`config.mk`:
```
export PLATFORM = sky130hd
export DESIGN_NAME = fir_host_ctrl
export DESIGN_NICKNAME = d
export VERILOG_FILES = /design/src/rtl/fir_pkg.sv /design/src/rtl/fir_out_fifo.sv /design/src/rtl/fir_host_ctrl.sv
export SDC_FILE = /design/constraint.sdc
export NUM_CORES = 1
export LEC_CHECK = 0
export ABC_AREA = 1
export CORE_ASPECT_RATIO = 0.7
export CORE_MARGIN = 2
export CORE_UTILIZATION = 40
export CTS_BUF_LIST = sky130_fd_sc_hd__clkbuf_16
export CTS_CLUSTER_DIAMETER = 120
export DETAILED_ROUTE_END_ITERATION = 7
export PLACE_DENSITY_LB_ADDON = 0.2
export SLEW_MARGIN = 15
export SYNTH_ARGS = -nofsm -noshare
export SYNTH_HDL_FRONTEND = slang
export SYNTH_SLANG_ARGS = --single-unit
```
`constraint.sdc`:
```
create_clock -name clk -period 3.8 [get_ports clk]
set_clock_uncertainty 0.05 [all_clocks]
set_input_delay 0.38 -clock clk [delete_from_list [all_inputs] [get_ports clk]]
set_output_delay 0.38 -clock clk [all_outputs]
set_load 0.02 [all_outputs]
```
`src/rtl/fir_pkg.sv`:
```
// Shared constants and state encoding for the FIR host controller and the filter.
package fir_pkg;

   localparam int NTAPS  = 64;     // coefficient words per run
   localparam int NSAMP  = 10064;  // data words per run (at most 16384)
   localparam int NOUT   = 10063;  // filter results collected per run
   localparam int ADDR_W = 14;     // filter write address width
   localparam int DATA_W = 16;     // coefficient / sample width
   localparam int ACC_W  = 32;     // filter result width

   typedef enum logic [2:0] {
      ST_IDLE  = 3'd0,
      ST_COEF  = 3'd1,
      ST_CTAIL = 3'd2,
      ST_DATA  = 3'd3,
      ST_DTAIL = 3'd4,
      ST_RUN   = 3'd5
   } fir_state_e;

endpackage

```
`src/rtl/fir_out_fifo.sv`:
```
// Synchronous result FIFO. A push into a full FIFO is accepted only when a pop
// happens on the same edge, so the caller decides about drops.
module fir_out_fifo
   import fir_pkg::*;
#(
   parameter int DEPTH = 8
)(
   input  logic             clk,
   input  logic             rstn,
   input  logic             i_push,
   input  logic [ACC_W-1:0] i_data,
   input  logic             i_pop,
   output logic [ACC_W-1:0] o_data,
   output logic             o_full,
   output logic             o_empty
);

   localparam int PTR_W = $clog2(DEPTH);

   logic [ACC_W-1:0] r_mem [DEPTH];
   logic [PTR_W-1:0] r_wr_ptr;
   logic [PTR_W-1:0] r_rd_ptr;
   logic [PTR_W:0]   r_count;
   logic             w_wr;
   logic             w_rd;

   assign o_full  = (r_count == (PTR_W + 1)'(DEPTH));
   assign o_empty = (r_count == '0);
   assign w_rd    = i_pop && !o_empty;
   assign w_wr    = i_push && (!o_full || w_rd);
   assign o_data  = r_mem[r_rd_ptr];

   // Storage array; contents need no reset because the pointers define validity.
   always_ff @(posedge clk) begin
      if (w_wr) begin
         r_mem[r_wr_ptr] <= i_data;
      end
   end

   // Pointer and occupancy bookkeeping; reset empties the FIFO.
   always_ff @(posedge clk or negedge rstn) begin
      if (!rstn) begin
         r_wr_ptr <= '0;
         r_rd_ptr <= '0;
         r_count  <= '0;
      end else begin
         if (w_wr) begin
            r_wr_ptr <= r_wr_ptr + 1'b1;
         end
         if (w_rd) begin
            r_rd_ptr <= r_rd_ptr + 1'b1;
         end
         if (w_wr && !w_rd) begin
            r_count <= r_count + 1'b1;
         end else if (w_rd && !w_wr) begin
            r_count <= r_count - 1'b1;
         end
      end
   end

endmodule

```
`src/rtl/fir_host_ctrl.sv`:
```
// Host-side sequencer for the FIR filter: loads coefficients then data words from
// an input stream, waits for the filter results and buffers them into an output stream.
module fir_host_ctrl
   import fir_pkg::*;
#(
   parameter int NTAPS      = fir_pkg::NTAPS,
   parameter int NSAMP      = fir_pkg::NSAMP,
   parameter int NOUT       = fir_pkg::NOUT,
   parameter int FIFO_DEPTH = 8
)(
   input  logic              clk,
   input  logic              rstn,
   input  logic              start,
   input  logic              s_valid,
   output logic              s_ready,
   input  logic [DATA_W-1:0] s_data,
   output logic              cload,
   output logic              dload,
   output logic [ADDR_W-1:0] addr,
   output logic [DATA_W-1:0] din,
   input  logic [ACC_W-1:0]  fir_dout,
   input  logic              fir_valid,
   output logic              m_valid,
   input  logic              m_ready,
   output logic [ACC_W-1:0]  m_data,
   output logic              busy,
   output logic              done,
   output logic              ovf
);

   localparam logic [ADDR_W-1:0] LAST_COEF = ADDR_W'(NTAPS - 1);
   localparam logic [ADDR_W-1:0] LAST_SAMP = ADDR_W'(NSAMP - 1);
   localparam logic [ADDR_W-1:0] LAST_OUT  = ADDR_W'(NOUT - 1);

   fir_state_e        r_state;
   fir_state_e        w_state_next;

   logic              r_cload;
   logic              r_dload;
   logic [ADDR_W-1:0] r_addr;
   logic [DATA_W-1:0] r_din;
   logic              r_s_ready;
   logic              r_busy;
   logic              r_done;
   logic              r_ovf;
   logic [ADDR_W-1:0] r_idx;
   logic [ADDR_W-1:0] r_out_cnt;
   logic              r_fv_d;

   logic              w_cload_next;
   logic              w_dload_next;
   logic [ADDR_W-1:0] w_addr_next;
   logic [DATA_W-1:0] w_din_next;
   logic              w_s_ready_next;
   logic              w_busy_next;
   logic              w_done_next;
   logic              w_ovf_next;
   logic [ADDR_W-1:0] w_idx_next;
   logic [ADDR_W-1:0] w_out_cnt_next;

   logic              w_hs;
   logic              w_idx_last;
   logic              w_capture;
   logic              w_pop;
   logic              w_drop;
   logic              w_full;
   logic              w_empty;

   assign w_hs       = s_valid && r_s_ready;
   assign w_idx_last = (r_state == ST_COEF) ? (r_idx == LAST_COEF) : (r_idx == LAST_SAMP);
   // Only a rising edge of fir_valid counts, so a held level yields one result.
   assign w_capture  = (r_state == ST_RUN) && fir_valid && !r_fv_d;
   assign w_pop      = !w_empty && m_ready;
   assign w_drop     = w_capture && w_full && !w_pop;

   assign cload   = r_cload;
   assign dload   = r_dload;
   assign addr    = r_addr;
   assign din     = r_din;
   assign s_ready = r_s_ready;
   assign busy    = r_busy;
   assign done    = r_done;
   assign ovf     = r_ovf;
   assign m_valid = !w_empty;

   fir_out_fifo #(
      .DEPTH   (FIFO_DEPTH)
   ) u_fifo (
      .clk     (clk),
      .rstn    (rstn),
      .i_push  (w_capture),
      .i_data  (fir_dout),
      .i_pop   (w_pop),
      .o_data  (m_data),
      .o_full  (w_full),
      .o_empty (w_empty)
   );

   // State register.
   always_ff @(posedge clk or negedge rstn) begin
      if (!rstn) begin
         r_state <= ST_IDLE;
      end else begin
         r_state <= w_state_next;
      end
   end

   // Next-state logic: each load phase ends on its last handshake, RUN on the last capture.
   always_comb begin
      w_state_next = r_state;
      case (r_state)
         ST_IDLE:  if (start) w_state_next = ST_COEF;
         ST_COEF:  if (w_hs && w_idx_last) w_state_next = ST_CTAIL;
         ST_CTAIL: w_state_next = ST_DATA;
         ST_DATA:  if (w_hs && w_idx_last) w_state_next = ST_DTAIL;
         ST_DTAIL: w_state_next = ST_RUN;
         ST_RUN:   if (w_capture && (r_out_cnt == LAST_OUT)) w_state_next = ST_IDLE;
         default:  w_state_next = ST_IDLE;
      endcase
   end

   // Output logic: next values of every registered output, strobes follow the next state
   // so cload/dload change on the same edge as the state.
   always_comb begin
      w_cload_next   = (w_state_next == ST_IDLE) || (w_state_next == ST_COEF) ||
                       (w_state_next == ST_CTAIL);
      w_dload_next   = (w_state_next == ST_DATA) || (w_state_next == ST_DTAIL);
      w_s_ready_next = (w_state_next == ST_COEF) || (w_state_next == ST_DATA);
      w_busy_next    = (w_state_next != ST_IDLE);
      w_done_next    = (r_state == ST_RUN) && (w_state_next == ST_IDLE);
      w_addr_next    = r_addr;
      w_din_next     = r_din;
      w_idx_next     = r_idx;
      w_out_cnt_next = r_out_cnt;
      w_ovf_next     = r_ovf;
      case (r_state)
         ST_IDLE: begin
            w_addr_next    = '0;
            w_din_next     = '0;
            w_idx_next     = '0;
            w_out_cnt_next = '0;
            if (start) w_ovf_next = 1'b0;
         end
         ST_COEF, ST_DATA: begin
            if (w_hs) begin
               w_addr_next = r_idx;
               w_din_next  = s_data;
               w_idx_next  = w_idx_last ? '0 : r_idx + 1'b1;
            end
         end
         ST_CTAIL: begin
            // Data phase starts writing at address 0.
            w_addr_next = '0;
            w_din_next  = '0;
         end
         ST_RUN: begin
            if (w_capture) begin
               w_out_cnt_next = (r_out_cnt == LAST_OUT) ? '0 : r_out_cnt + 1'b1;
            end
            if (w_drop) w_ovf_next = 1'b1;
            if (w_state_next == ST_IDLE) begin
               w_addr_next = '0;
               w_din_next  = '0;
            end
         end
         default: ;
      endcase
   end

   // Registered outputs, counters and the fir_valid edge detector.
   always_ff @(posedge clk or negedge rstn) begin
      if (!rstn) begin
         r_cload   <= 1'b1;
         r_dload   <= 1'b0;
         r_addr    <= '0;
         r_din     <= '0;
         r_s_ready <= 1'b0;
         r_busy    <= 1'b0;
         r_done    <= 1'b0;
         r_ovf     <= 1'b0;
         r_idx     <= '0;
         r_out_cnt <= '0;
         r_fv_d    <= 1'b0;
      end else begin
         r_cload   <= w_cload_next;
         r_dload   <= w_dload_next;
         r_addr    <= w_addr_next;
         r_din     <= w_din_next;
         r_s_ready <= w_s_ready_next;
         r_busy    <= w_busy_next;
         r_done    <= w_done_next;
         r_ovf     <= w_ovf_next;
         r_idx     <= w_idx_next;
         r_out_cnt <= w_out_cnt_next;
         r_fv_d    <= fir_valid;
      end
   end

endmodule

```
==> reports/qor_table.md <==
| Step | Result | Reported |
|---|---|---|
| power | Design Power | 11.4 mW |
| finish | Final layout net count | 1472 |
| finish | Share of layout cells above drive strength 1 | 8.70% |
| finish | Most common cell after layout, fill and taps aside | sky130_fd_sc_hd__nor2_1 |
| cts | Number of gates given a new drive strength after cts | 0 |
| timing | Post-layout minimum cycle time | 3.44 ns |
| floorplanning | Starting density of the core | 40.5% |
| floorplanning | Die Area | 36500 µm² |
| synth | Sequential area share after synthesis | 68.9% |
| power | Ratio of total power to cell area | 672 nW/µm² |
| synth | Share of flip-flops with an asynchronous set or reset | 23.4% |
| finish | Final cell count without fillers | 1908 |
| detailed routing | Remaining antenna violation count after routing | 0 |
| worst setup path | Crit path launch type | flop |
| floorplanning | Boundary pin count | 123 |
| cts | Clock buffer count from CTS | 36 |
| grt | Global routing usage on met3 | 3.90% |
| grt | Antenna violations before repair | 0 |
| finish | Most frequent cells in the layout | 309 x sky130_fd_sc_hd__nor2_1, 256 x sky130_fd_sc_hd__edfxtp_1, 146 x sky130_fd_sc_hd__o21ai_0, 142 x sky130_fd_sc_hd__nand2_1, 121 x sky130_fd_sc_hd__clkdlybuf4s50_1 |
| worst setup path | Cell at the slowest stage of the critical path | sky130_fd_sc_hd__clkdlybuf4s50_1 |
| finish | Area overhead of the layout relative to synthesis | 21.3% |
| worst hold path | Type of the most critical hold path | input pin to async pin |
| cts | Clk sinks | 334 |
| grt | Most used routing layer | met1 |
| worst setup path | Longest individual stage delay on the worst path | 0.67 ns |
| synth | Primary flip-flop cell chosen by synthesis mapping | sky130_fd_sc_hd__edfxtp_1 |
| detailed routing | DRT Pass-1 Iters | 5 |
| worst setup path | Length in cells of the worst reg-to-reg path | 11 |
| placed design | Placement Setup Slack | 0.833 ns |
| timing | Worst Slack Setup Final | 0.362 ns |
| synth | Synth Instances | 1285 |
| timing | Final Hold Violating Endpoints | 0 |
| synth | Post-Syn Area | 14000 µm² |
| power | Leak pwr | 6.37 nW |
| worst setup path | Data required time at the worst endpoint | 3.37 ns |
| timing | Worst slew margin | 32.1% |
| floorplanning | Overall die height | 161 µm |
| synth | Post-synth top area share | 54.9% |
| worst setup path | Crit-path leading delay family | buffers and inverters |
| synth | Number of distinct standard cells referenced by the synthesized netlist | 44 |
| synth | Number of enable-type register cells in the synthesized netlist | 256 |
| cts | Deepest clock path buffer count | 3 |
| timing | Max-slew violations | 0 |
| worst setup path | Worst EP arrival | 3.01 ns |
| placed design | Detailed Place HPWL | 18500 µm |
| worst setup path | Number of cells on the critical path | 6 |
| detailed routing | Wire length per cell | 17.1 µm |
| worst setup path | CP Class | flop to output port |
| timing | Slew at the pin closest to its max-slew limit | 1.02 ns |
| detailed routing | DR vias/cell | 5.05 |
| floorplanning | Total core area | 34600 µm² |
| cts | CTS Root Buffer Type | sky130_fd_sc_hd__clkbuf_16 |
| flow run | MaxCap Viol Count | 0 |
| cts | CTS H-tree depth | 2 |
| synth | Yosys Warn Count | 0 |
| power | Worst IR drop on VDD | 0.451 mV |
| grt | Routing usage on met1 | 27.2% |
| detailed routing | Iter 0 DRT Violations | 623 |
| run status | Run status | completed |
| timing | Setup repair after global routing missed its margin | no |
| cts | Clock tree from TritonCTS | yes |
| floorplanning | Die X-Extent | 228 µm |
| placed design | Number of cells in the design after placement | 1841 |
| detailed routing | Remaining design rule violation count | 0 |
| placed design | Number of port buffers | 122 |
| detailed routing | Via total after detailed routing | 9632 |
| finish | Number of filler cells placed in the layout | 3113 |
| detailed routing | WL final | 32600 µm |
| cts | Clock latency at the later pin of the worst-skew pair | 0.53 ns |
| synth | Post-Synthesis Net Count | 1348 |
| synth | Synth Area per Inst | 10.9 µm² |
| synth | Post-synthesis sequential element count | 334 |
| grt | Global route overflow | 0 |
| synth | Leading cell types by total area after synthesis | sky130_fd_sc_hd__edfxtp_1 55%, sky130_fd_sc_hd__dfrtp_1 14%, sky130_fd_sc_hd__nor2_1 8.3%, sky130_fd_sc_hd__o21ai_0 5.2%, sky130_fd_sc_hd__nand2_1 3.8% |
| placed design | GPL Wtd Cong | 0.836 |
| worst setup path | Ordered cell list for the critical path | buf_4, o21ai_0, o22ai_1, nor2_1, a31oi_1, clkdlybuf4s50_1 |
| grt | Maximum number of pins on one net before global-route repair | 130 |
| synth | Cell type contributing the most total cell area after synthesis | sky130_fd_sc_hd__edfxtp_1 |
| worst setup path | Kind of end point of the critical path | output port |
| timing | Part of the cycle the worst path needs | 90.5% |
| grt | Number of global-route vias before repair | 9206 |
| timing | Total of endpoints with negative setup slack in the final report | 0 |
| timing | Min Hold Slack | 0.258 ns |
| worst setup path | Crit path max fanout | 65 |
| finish | Number of diodes added for antenna fixing | 0 |
| timing | Fmax | 291 MHz |
| worst setup path | Number of buffer and inverter stages on the critical path | 2 |
| cts | Clock transition at the registers of the reported paths | 0.06 ns |
| floorplanning | Rows | 57 |
| grt | Global-route usage over all layers | 18.2% |
| grt | First-pass GRT wire length | 51900 µm |
| grt | Global routing usage on met2 | 26.7% |
cells by family after synthesis:
kind of cell             after synthesis  synth area share, %
XOR/XNOR                              12                0.751
buffers and inverters                140                 4.04
flip-flops                           334                 68.9
adder cells (fa/ha/maj)                9                0.858
AO/OA/AOI/OAI                        240                 9.38
AND/OR/NAND/NOR                      550                 16.1
through the flow:
stage	setup TNS [ns]	cell area (µm²)	util, %
after floorplan	-16.57	14000	-
after global placement	0	15800	45.8
after detailed placement	0	15800	45.8
after CTS	0	16900	49.0
after global routing	0	17000	49.1
final	0	17000	49.1
Yosys cell counts, drive strengths merged, types with 2 or more instances:
| library cell | count |
|---|---|
| a21oi | 17 |
| a31oi | 33 |
| buf | 21 |
| clkbuf | 44 |
| dfrtp | 77 |
| edfxtp | 256 |
| ha | 8 |
| inv | 75 |
| nand2 | 147 |
| nand3 | 60 |
| nand4 | 8 |
| nor2 | 316 |
| nor3 | 14 |
| nor4 | 2 |
| o21ai | 151 |
| o22ai | 32 |
| xnor2 | 2 |
| xor2 | 10 |
path summary, 6_finish.rpt:
path / from / to / slack [ns]
setup / recovery: u_fifo.r_rd_ptr[1] / m_data[4] / 0.36
hold / removal: rstn / addr[0] / 0.26
setup reg to reg: r_state[1] / din[7] / 0.98
hold reg to reg: addr[5] / addr[5] / 0.42
max in group asynchronous: rstn / cload / 2.82
min in group clk: fir_valid / r_fv_d / 0.29
flip-flops by register name (all words and copies together), names as in the netlist, 3 cells and up:
| register | count |
|---|---|
| r_state | 3 |
| u_fifo.r_wr_ptr | 3 |
| r_out_cnt | 14 |
| r_idx | 14 |
| u_fifo.r_rd_ptr | 3 |
| din | 16 |
| addr | 14 |
| u_fifo.r_count | 4 |
| u_fifo.r_mem | 256 |
area by class of cell:
cell class              count  area [µm²]  area share (%)
repair buffers            151        1480            8.74
inverters                  75         288            1.70
clock buffers              37         926            5.45
flip-flops and latches    334        9650            56.8
multi-input cells         811        3860            22.8
clock inverters            28         179            1.05
well taps                 472         591            3.48
repair_timing:
action,4_1_cts,5_1_grt
hold buffers,0,1
setup buffers,0,0
endpoints found under the hold margin,0,23
layer usage:
layer	wire, µm	up-vias
li1	-	4700
met1	16000	4661
met2	14200	229
met3	1830	42
met4	583	0
met5	0	-
power by group:
group / internal, mW / switching (mW)
logic: 1.41 / 2.36
registers: 4.23 / 0.134
clock network: 1.85 / 1.43
Power figures use the tool's default switching activity.
